`config.mk`:
```
export PLATFORM = sky130hd
export DESIGN_NAME = cronometro_ctrl
export DESIGN_NICKNAME = d
export VERILOG_FILES = /design/src/rtl/cronometro_pkg.sv /design/src/rtl/cronometro_ctrl_divisor_tick.sv /design/src/rtl/cronometro_ctrl.sv
export SDC_FILE = /design/constraint.sdc
export NUM_CORES = 1
export LEC_CHECK = 0
export ABC_AREA = 1
export CAP_MARGIN = 40
export CORE_ASPECT_RATIO = 0.7
export CORE_MARGIN = 2
export CORE_UTILIZATION = 50
export DETAILED_ROUTE_END_ITERATION = 12
export PLACE_DENSITY = 0.7
export SKIP_CTS_REPAIR_TIMING = 1
export SLEW_MARGIN = 20
export SYNTH_ARGS = -nofsm -noshare
export SYNTH_HDL_FRONTEND = slang
export SYNTH_HIERARCHICAL = 1
export SYNTH_SLANG_ARGS = --single-unit
```
`constraint.sdc`:
```
create_clock -name clk -period 1.9 [get_ports clk]
set_clock_uncertainty 0.1 [all_clocks]
set_input_delay 0.285 -clock clk [delete_from_list [all_inputs] [get_ports clk]]
set_output_delay 0.285 -clock clk [all_outputs]
set_load 0.1 [all_outputs]
```
`src/rtl/cronometro_pkg.sv`:
```
// cronometro_pkg -- shared definitions for the cronometro stopwatch control.
//   state_t    : 2-bit FSM encoding (PARADO, CONTANDO, PAUSADO, ESTOURO)
//   CNT_W      : width of the tenth-of-second count (10 bits, 0..1023)
//   calc_div() : prescaler divide ratio, clock cycles per count tick
package cronometro_pkg;

    localparam int CNT_W = 10;

    typedef enum logic [1:0] {
        ST_PARADO   = 2'd0,
        ST_CONTANDO = 2'd1,
        ST_PAUSADO  = 2'd2,
        ST_ESTOURO  = 2'd3
    } state_t;

    function automatic int calc_div(input int clk_hz, input int tick_hz);
        return clk_hz / tick_hz;
    endfunction

endpackage

```
`src/rtl/cronometro_ctrl_divisor_tick.sv`:
```
// divisor_tick -- tick prescaler for the stopwatch.
//   clk  in  system clock
//   rst  in  synchronous reset, active-high (counter -> 0)
//   en   in  count enable; the counter holds its phase while low
//   clr  in  synchronous clear to 0, wins over en
//   tick out 1-cycle pulse on the enabled cycle where the counter is at DIV-1
// The counter runs 0..DIV-1 and wraps to 0 on the tick cycle.
module divisor_tick #(
    parameter int DIV = 10
) (
    input  logic clk,
    input  logic rst,
    input  logic en,
    input  logic clr,
    output logic tick
);

    localparam int PW = (DIV > 2) ? $clog2(DIV) : 1;
    localparam logic [PW-1:0] LAST = PW'(DIV - 1);

    logic [PW-1:0] cnt_q, cnt_d;

    always_comb begin
        cnt_d = cnt_q;
        tick  = 1'b0;
        if (clr) begin
            cnt_d = '0;
        end else if (en) begin
            if (cnt_q == LAST) begin
                tick  = 1'b1;
                cnt_d = '0;
            end else begin
                cnt_d = cnt_q + 1'b1;
            end
        end
    end

    always_ff @(posedge clk) begin
        if (rst) cnt_q <= '0;
        else     cnt_q <= cnt_d;
    end

endmodule

```
`src/rtl/cronometro_ctrl.sv`:
```
// cronometro_ctrl -- stopwatch control FSM for the cronometro datapath.
// Turns start/stop, clear and lap button levels into a saturating 0..MAX_COUNT
// tenth-of-second count and presents it (registered) to the BCD/7-seg path.
//   clk            in   system clock
//   rst            in   synchronous reset, active-high
//   btn_start_stop in   start/pause level (debounced, synchronous)
//   btn_zerar      in   clear level (debounced)
//   btn_volta      in   lap level (debounced), used only with CRONOMETRO_LAP_EN
//   bin            out  [9:0] count, or frozen lap value while a lap is shown
//   contando       out  high in state CONTANDO
//   estouro        out  high in state ESTOURO
//   volta_ativa    out  high while bin shows the frozen lap value
// Build option: define CRONOMETRO_LAP_EN to enable the lap freeze; without it
// btn_volta is ignored, volta_ativa is 0 and bin always shows the count.
module cronometro_ctrl
    import cronometro_pkg::*;
#(
    parameter int CLK_HZ    = 50_000_000,
    parameter int TICK_HZ   = 10,
    parameter int MAX_COUNT = 999
) (
    input  logic             clk,
    input  logic             rst,
    input  logic             btn_start_stop,
    input  logic             btn_zerar,
    input  logic             btn_volta,
    output logic [CNT_W-1:0] bin,
    output logic             contando,
    output logic             estouro,
    output logic             volta_ativa
);

    localparam int DIV = calc_div(CLK_HZ, TICK_HZ);
    localparam logic [CNT_W-1:0] MAX_C = CNT_W'(MAX_COUNT);

    // ---------------------------------------------------------------
    // Button edge detect. The level registers follow the inputs even
    // in reset, so a button held through reset is not seen as a new
    // press afterwards; only the event pulses are cleared by reset.
    // ---------------------------------------------------------------
    logic ss_lvl_q, z_lvl_q;
    logic ev_ss_q, ev_ss_d, ev_z_q, ev_z_d;

    always_comb begin
        ev_ss_d = btn_start_stop & ~ss_lvl_q;
        ev_z_d  = btn_zerar & ~z_lvl_q;
    end

    always_ff @(posedge clk) begin
        ss_lvl_q <= btn_start_stop;
        z_lvl_q  <= btn_zerar;
        if (rst) begin
            ev_ss_q <= 1'b0;
            ev_z_q  <= 1'b0;
        end else begin
            ev_ss_q <= ev_ss_d;
            ev_z_q  <= ev_z_d;
        end
    end

    // ---------------------------------------------------------------
    // Prescaler: runs only in CONTANDO, holds during pause so a resume
    // keeps the phase, cleared on start from PARADO and on zerar.
    // ---------------------------------------------------------------
    state_t state_q, state_d;
    logic   presc_en, presc_clr, tick;

    assign presc_en  = (state_q == ST_CONTANDO) && !ev_z_q;
    assign presc_clr = ev_z_q || ((state_q == ST_PARADO) && ev_ss_q);

    divisor_tick #(.DIV(DIV)) u_div (
        .clk  (clk),
        .rst  (rst),
        .en   (presc_en),
        .clr  (presc_clr),
        .tick (tick)
    );

    // ---------------------------------------------------------------
    // Lap freeze
    // ---------------------------------------------------------------
    logic [CNT_W-1:0] cnt_q, cnt_d;
    logic [CNT_W-1:0] lap_q;
    logic             volta_q;

`ifdef CRONOMETRO_LAP_EN
    logic             v_lvl_q, ev_v_q, ev_v_d;
    logic [CNT_W-1:0] lap_d;
    logic             volta_d;
    logic             lap_ok;

    // Lap only while the clock is live (or overflowed); a start_stop
    // event in CONTANDO outranks it. In ESTOURO start_stop is ignored,
    // so it cannot block the lap there.
    assign lap_ok = (state_q == ST_ESTOURO) ||
                    ((state_q == ST_CONTANDO) && !ev_ss_q);

    always_comb begin
        ev_v_d  = btn_volta & ~v_lvl_q;
        lap_d   = lap_q;
        volta_d = volta_q;
        if (ev_z_q) begin
            volta_d = 1'b0;
        end else if (ev_v_q && lap_ok) begin
            if (!volta_q) begin
                lap_d   = cnt_q;
                volta_d = 1'b1;
            end else begin
                volta_d = 1'b0;
            end
        end
    end

    always_ff @(posedge clk) begin
        v_lvl_q <= btn_volta;
        if (rst) begin
            ev_v_q  <= 1'b0;
            lap_q   <= '0;
            volta_q <= 1'b0;
        end else begin
            ev_v_q  <= ev_v_d;
            lap_q   <= lap_d;
            volta_q <= volta_d;
        end
    end
`else
    logic volta_unused;
    assign volta_unused = btn_volta;
    assign lap_q        = '0;
    assign volta_q      = 1'b0;
`endif

    // ---------------------------------------------------------------
    // FSM: next-state / count
    // ---------------------------------------------------------------
    always_comb begin
        state_d = state_q;
        cnt_d   = cnt_q;
        if (ev_z_q) begin
            state_d = ST_PARADO;
            cnt_d   = '0;
        end else begin
            unique case (state_q)
                ST_PARADO: begin
                    if (ev_ss_q) state_d = ST_CONTANDO;
                end
                ST_CONTANDO: begin
                    // The tick is applied first; a same-cycle start_stop
                    // then pauses, unless the tick just overflowed.
                    if (tick) begin
                        if (cnt_q == MAX_C) state_d = ST_ESTOURO;
                        else                cnt_d   = cnt_q + 1'b1;
                    end
                    if (ev_ss_q && (state_d == ST_CONTANDO)) state_d = ST_PAUSADO;
                end
                ST_PAUSADO: begin
                    if (ev_ss_q) state_d = ST_CONTANDO;
                end
                ST_ESTOURO: begin
                    state_d = ST_ESTOURO;
                end
                default: state_d = ST_PARADO;
            endcase
        end
    end

    // ---------------------------------------------------------------
    // FSM: outputs (registered below, one cycle behind the state)
    // ---------------------------------------------------------------
    logic [CNT_W-1:0] bin_q, bin_d;
    logic             contando_q, contando_d;
    logic             estouro_q, estouro_d;
    logic             volta_ativa_q, volta_ativa_d;

    always_comb begin
        bin_d         = volta_q ? lap_q : cnt_q;
        contando_d    = (state_q == ST_CONTANDO);
        estouro_d     = (state_q == ST_ESTOURO);
        volta_ativa_d = volta_q;
    end

    // ---------------------------------------------------------------
    // FSM: state register
    // ---------------------------------------------------------------
    always_ff @(posedge clk) begin
        if (rst) begin
            state_q       <= ST_PARADO;
            cnt_q         <= '0;
            bin_q         <= '0;
            contando_q    <= 1'b0;
            estouro_q     <= 1'b0;
            volta_ativa_q <= 1'b0;
        end else begin
            state_q       <= state_d;
            cnt_q         <= cnt_d;
            bin_q         <= bin_d;
            contando_q    <= contando_d;
            estouro_q     <= estouro_d;
            volta_ativa_q <= volta_ativa_d;
        end
    end

    assign bin         = bin_q;
    assign contando    = contando_q;
    assign estouro     = estouro_q;
    assign volta_ativa = volta_ativa_q;

endmodule

```
* After elaboration in Yosys (flattened, before gate mapping)
Cells that the tools add are included.
** Storage, ports and cells
- Register bits :: 51
- Input bits :: 5
** Cells by class
- Add/sub/neg operators :: 2
- Equal/unequal tests :: 7
- Multiplexer cells :: 11
- Bitwise operators :: 5
- Reductions and logical operators :: 10
** Operator list (number)
- $add A23 B1 Y23 const B :: 1
- $eq A23 B23 Y1 const B :: 1
- $mux W23 :: 1
- $mux W2 :: 6
- $add A10 B1 Y10 const B :: 1
- $eq A10 B10 Y1 const B :: 1
- $pmux W2 S3 :: 1
- $reduce_or A2 Y1 :: 3
- $eq A2 B1 Y1 const B :: 2
- $eq A2 B2 Y1 const B :: 2
- $logic_and A1 B1 Y1 :: 3
- $mux W1 :: 3
- $not A1 Y1 :: 3
- $reduce_and A3 Y1 :: 1
- $and A1 B1 Y1 :: 2
- $logic_not A2 Y1 :: 1
- $ne A2 B1 Y1 const B :: 1
- $logic_not A1 Y1 :: 1
- $logic_or A1 B1 Y1 :: 1

* Longest topological paths before layout
- Word-level depth :: 11
- Depth in mapped cells :: 16
- Depth with buffers taken out :: 15

* Cells and area by module
Netlist, hierarchy kept.
** Modules (own cells, without submodules)
- divisor_tick :: instances 1, cells an instance 220, area each 1352.5 µm², sequential area each 460.4 µm²
- cronometro_ctrl :: instances 1, cells an instance 144, area each 1111.1 µm², sequential area each 560.5 µm²

* Worst setup path before layout
OpenSTA, ideal clock, no wires.
- Path type :: flip-flop to flip-flop
- From :: register state_q[1]
- To :: register cnt_q[8] (netlist: bin_d[8])
- Arrival time :: 1.745 ns
- Required time :: 1.687 ns
- Setup slack :: -0.058 ns
- Cell stages (with the launch flop) :: 16
- Buffers on the path :: 1
- Cells stage by stage :: dfxtp_1 inv_1 nand2_1 nor2_1 buf_4 nand2_1 nor2_1 nand2_1 nor2_1 nand2_1 nor2_1 inv_1 nor2_4 nand4_1 nor2_1 nor2_1
** On the way
- Cells in the longest elaborated chain, start to end :: 5
** RTL lines
- from (decl) :: line cronometro_ctrl.sv:65 : state_t state_q, state_d;
- from (signal assigned) :: line cronometro_ctrl.sv:194 : state_q <= state_d;
- $eq A2 B1 Y1 :: line cronometro_ctrl.sv:68 : assign presc_en = (state_q == ST_CONTANDO) && !ev_z_q;
- $logic_and A1 B1 Y1 :: line cronometro_ctrl.sv:68
- net presc_en :: line cronometro_ctrl.sv:66 : logic presc_en, presc_clr, tick;
- $mux W1 :: line cronometro_ctrl_divisor_tick.sv:28 : end else if (en) begin
- $mux W1 :: line cronometro_ctrl_divisor_tick.sv:26 : if (clr) begin
- net tick :: line cronometro_ctrl.sv:66
- $reduce_and A3 Y1 (no line)
- to (signal assigned) :: line cronometro_ctrl.sv:195 : cnt_q <= cnt_d;
- to (decl) :: line cronometro_ctrl.sv:82 : logic [CNT_W-1:0] cnt_q, cnt_d;
The timed path passes the listed nets, and every way through them passes these cells.
A chain may end at the register's enable or synchronous reset.

* Worst setup path in the final report
- From :: register state_q[1]
- To :: register cnt_q[6] (netlist: bin_d[6])
Same word-level chain as after synthesis.

==> flow_metrics.env <==
export IMPL_status="finished, final reports clean"
export IMPL_critPathMaxStageDelay_ns=0.33
export IMPL_ir_drop_mv=0.474
export IMPL_num_rows=21
export IMPL_synth_area_leader_cell="dfxtp_1"
export IMPL_r2r_setup_slack_ns=0.02
export IMPL_ys_async_sr_fraction=0
export IMPL_post_route_period_util=0.987
export IMPL_insertion_delay_ns=0.30
export IMPL_cts_tree="done"
export IMPL_drive_gt1_frac=0.189
export IMPL_areaGrowthSynthToFinish_pct=20.4
export IMPL_gr_total_overflow=0
export IMPL_drtIter0Drc=156
export IMPL_synth_distinct_cells=29
export IMPL_diodes=0
export IMPL_final_util=0.624
export IMPL_netlist_area_sq_um=2460
export IMPL_crit_path_start_kind="flip-flop"
export IMPL_p_total_mw=1.92
export IMPL_cts_sinks=51
export IMPL_cp_max_fo=7
export IMPL_clock_power_share=0.390
export IMPL_synth_common_cells="nand2_1 (94), nor2_1 (88), dfxtp_1 (51)"
export IMPL_hold_viol_final=0
export IMPL_gp_congestion=0.886
export IMPL_place_detailed_hpwl_um=4060
export IMPL_ant_nets=0
export IMPL_syn_nets=371
export IMPL_grt_max_degree=17
export IMPL_hold_ws_ns=0.282
export IMPL_nets=414
export IMPL_setup_tns_ns=0
export IMPL_placed_area_sq_um=2800
export IMPL_wl_per_cell_um=11.1
export IMPL_crit_path_end_kind="flip-flop"
export IMPL_internal_power_mw=1.50
export IMPL_crit_family="simple AND/OR/NAND/NOR gates"
export IMPL_ys_ff_latch=51
export IMPL_drv_cap=0
export IMPL_die_y_um=62.7
export IMPL_drc_errors=0
export IMPL_cpMostUsedCell="nor2_1"
export IMPL_switchingPower_mw=0.424
export IMPL_grt_use_total=0.206
export IMPL_io_buffer_count=15
export IMPL_startpoint="state_q[1]"
export IMPL_critical_path_depth=15
export IMPL_max_freq_mhz=533
export IMPL_cp_endpoint="bin_d[6]"
export IMPL_ys_flop_type="dfxtp_1"
export IMPL_core_sq_um=4760
export IMPL_path_buf_inv=3
export IMPL_stdcell_count=477
export IMPL_numCtsBuffers=5
export IMPL_hold_path_class="flip-flop to flip-flop"
export IMPL_synth_edf_count=0
export IMPL_synth_most_common_cell="nand2_1"
export IMPL_clk_path_buf_depth=2
export IMPL_critPathArrivalTime_ns=1.99
export IMPL_routed_wl_um=5270
export IMPL_cp_required_ns=2.01
export IMPL_syn_area_per_cell_sq_um=6.77
export IMPL_dp_slack_ns=-0.0107
export IMPL_yosys_top_cells_area="dfxtp_1 (41%), nand2_1 (14%), nor2_1 (13%), inv_1 (6.4%), nor2_4 (3.2%)"
export IMPL_fin_area_sq_um=2970
export IMPL_netlist_instances=364
export IMPL_swShare=0.221
export IMPL_grt_pass1_wl_um=8830
export IMPL_grt_setup_unrepaired="yes"
export IMPL_initial_core_util=0.518
export IMPL_antenna_found_initial=0
export IMPL_reg2regPathDepth=15
export IMPL_worstReg2RegStart="state_q[1]"
export IMPL_seq_power_share=0.563
export IMPL_rr_endpoint="bin_d[6]"
export IMPL_ios=18
export IMPL_ys_seq_area_frac=0.414
export IMPL_finalCriticalPeriod_ns=1.88
export IMPL_cpMaxStageDelayCell="dfxtp_2"
export IMPL_leakage_nw=1.17
export IMPL_grt_pass1_vias=1880
export IMPL_first_pass_iters=4
export IMPL_dieArea_sq_um=5510
export IMPL_place_inst=465
export IMPL_setup_viol_count_final=0
export IMPL_die_w_um=87.9
export IMPL_clk_pin_slew_ns=0.09
export IMPL_vias=2202
export IMPL_htreeDepth=2
export IMPL_synth_top_area_share=0.414
export IMPL_path_cells="inv_2 > nand2_2 > nor2_2 > nand2_1 > nor2_2 > nand2_1 > nor2_1 > nand2_1 > nor2_1 > inv_1 > nor2_4 > buf_4 > nand3_2 > nor2_1 > nor2_1"
export IMPL_setup_ws_ns=0.0241
export IMPL_maxSlewViolCount=0
export IMPL_power_density_nw_per_um2=647
export IMPL_cts_root_buf="clkbuf_8"
export IMPL_combPwrFrac=0.048
export IMPL_crit_type="flip-flop to flip-flop"
export IMPL_vias_per_cell=4.62
export IMPL_yosysWarnings=6
## cell families (layout without fill, tap and decap cells)
| kind of cell | count (synthesis) | count (layout) | share of synthesized area |
|---|---|---|---|
| AOI/OAI and AO/OA | 16 | 16 | 0.0350 |
| xor gates and xnor gates | 9 | 9 | 0.0320 |
| adders and majority gates | 2 | 2 | 0.0102 |
| buffers and inverters | 48 | 92 | 0.0762 |
| DFF | 51 | 51 | 0.414 |
| other | 1 | 1 | 0.00152 |
| and+or+nand+nor | 237 | 237 | 0.431 |
## registers in the layout (all words and copies together) (netlist names)
signal       flops
u_div/cnt_q     23
contando         1
bin_d           10
estouro          1
ss_lvl_q         1
z_lvl_q          1
bin             10
ev_z_q           1
state_q          2
ev_ss_q          1
## how the worst min path moves through the flow
stage / cells past startpoint / slack [ns] / startpoint / endpoint
2_1_floorplan: 0 / 0.21 / btn_start_stop / ss_lvl_q
3_3_place_gp: 1 / 0.27 / ss_lvl_q / ev_ss_q
3_5_place_dp: 1 / 0.27 / z_lvl_q / ev_z_q
4_1_cts: 1 / 0.29 / z_lvl_q / ev_z_q
5_1_grt: 1 / 0.30 / ss_lvl_q / ev_ss_q
6_report: 1 / 0.28 / z_lvl_q / ev_z_q
## power by group through the flow
stage / clock network, mW / logic (mW) / registers [mW]
6_report: 0.748 / 0.0917 / 1.08
5_1_grt: 0.814 / 0.0988 / 1.08
4_1_cts: 0.776 / 0.0893 / 1.08
3_5_place_dp: 0 / 0.0891 / 1.10
3_3_place_gp: 0 / 0.0870 / 1.10
2_1_floorplan: 0 / 0.0512 / 1.11
## metal layers
| layer | GRT usage | up-vias | share of wire |
|---|---|---|---|
| met5 | 0 | - | 0 |
| met4 | 0.0519 | 0 | 0.010 |
| met3 | 0.0396 | 5 | 0.050 |
| met2 | 0.274 | 46 | 0.38 |
| met1 | 0.335 | 937 | 0.56 |
| li1 | - | 1214 | - |
## cell usage in the layout (no fill, tap or decap), types with 2 or more instances in the layout
master and instances:
o21ai_0 5, nand3_1 14, a21oi_1 6, inv_2 3, clkdlybuf4s50_1 3, ha_1 2, nor3_1 7, nand2_1 92
clkbuf_8 5, inv_1 41, nor2_2 8, buf_4 36, o21ai_1 2, nand3b_1 2, nand2_2 6, nor2_1 86
dfxtp_1 50, xor2_1 8, nor2_4 7, nand3_2 2, nand4_1 8
## layout make-up
cell class              instances  area [sq um]
fillers                       452          1790
well taps                      69          86.3
flip-flops and latches         51          1020
clock buffers                   5          68.8
multi-input cells             265          1270
clock inverters                 3          43.8
repair buffers                 39           300
inverters                      45           171
Power figures use the tool's default switching activity.
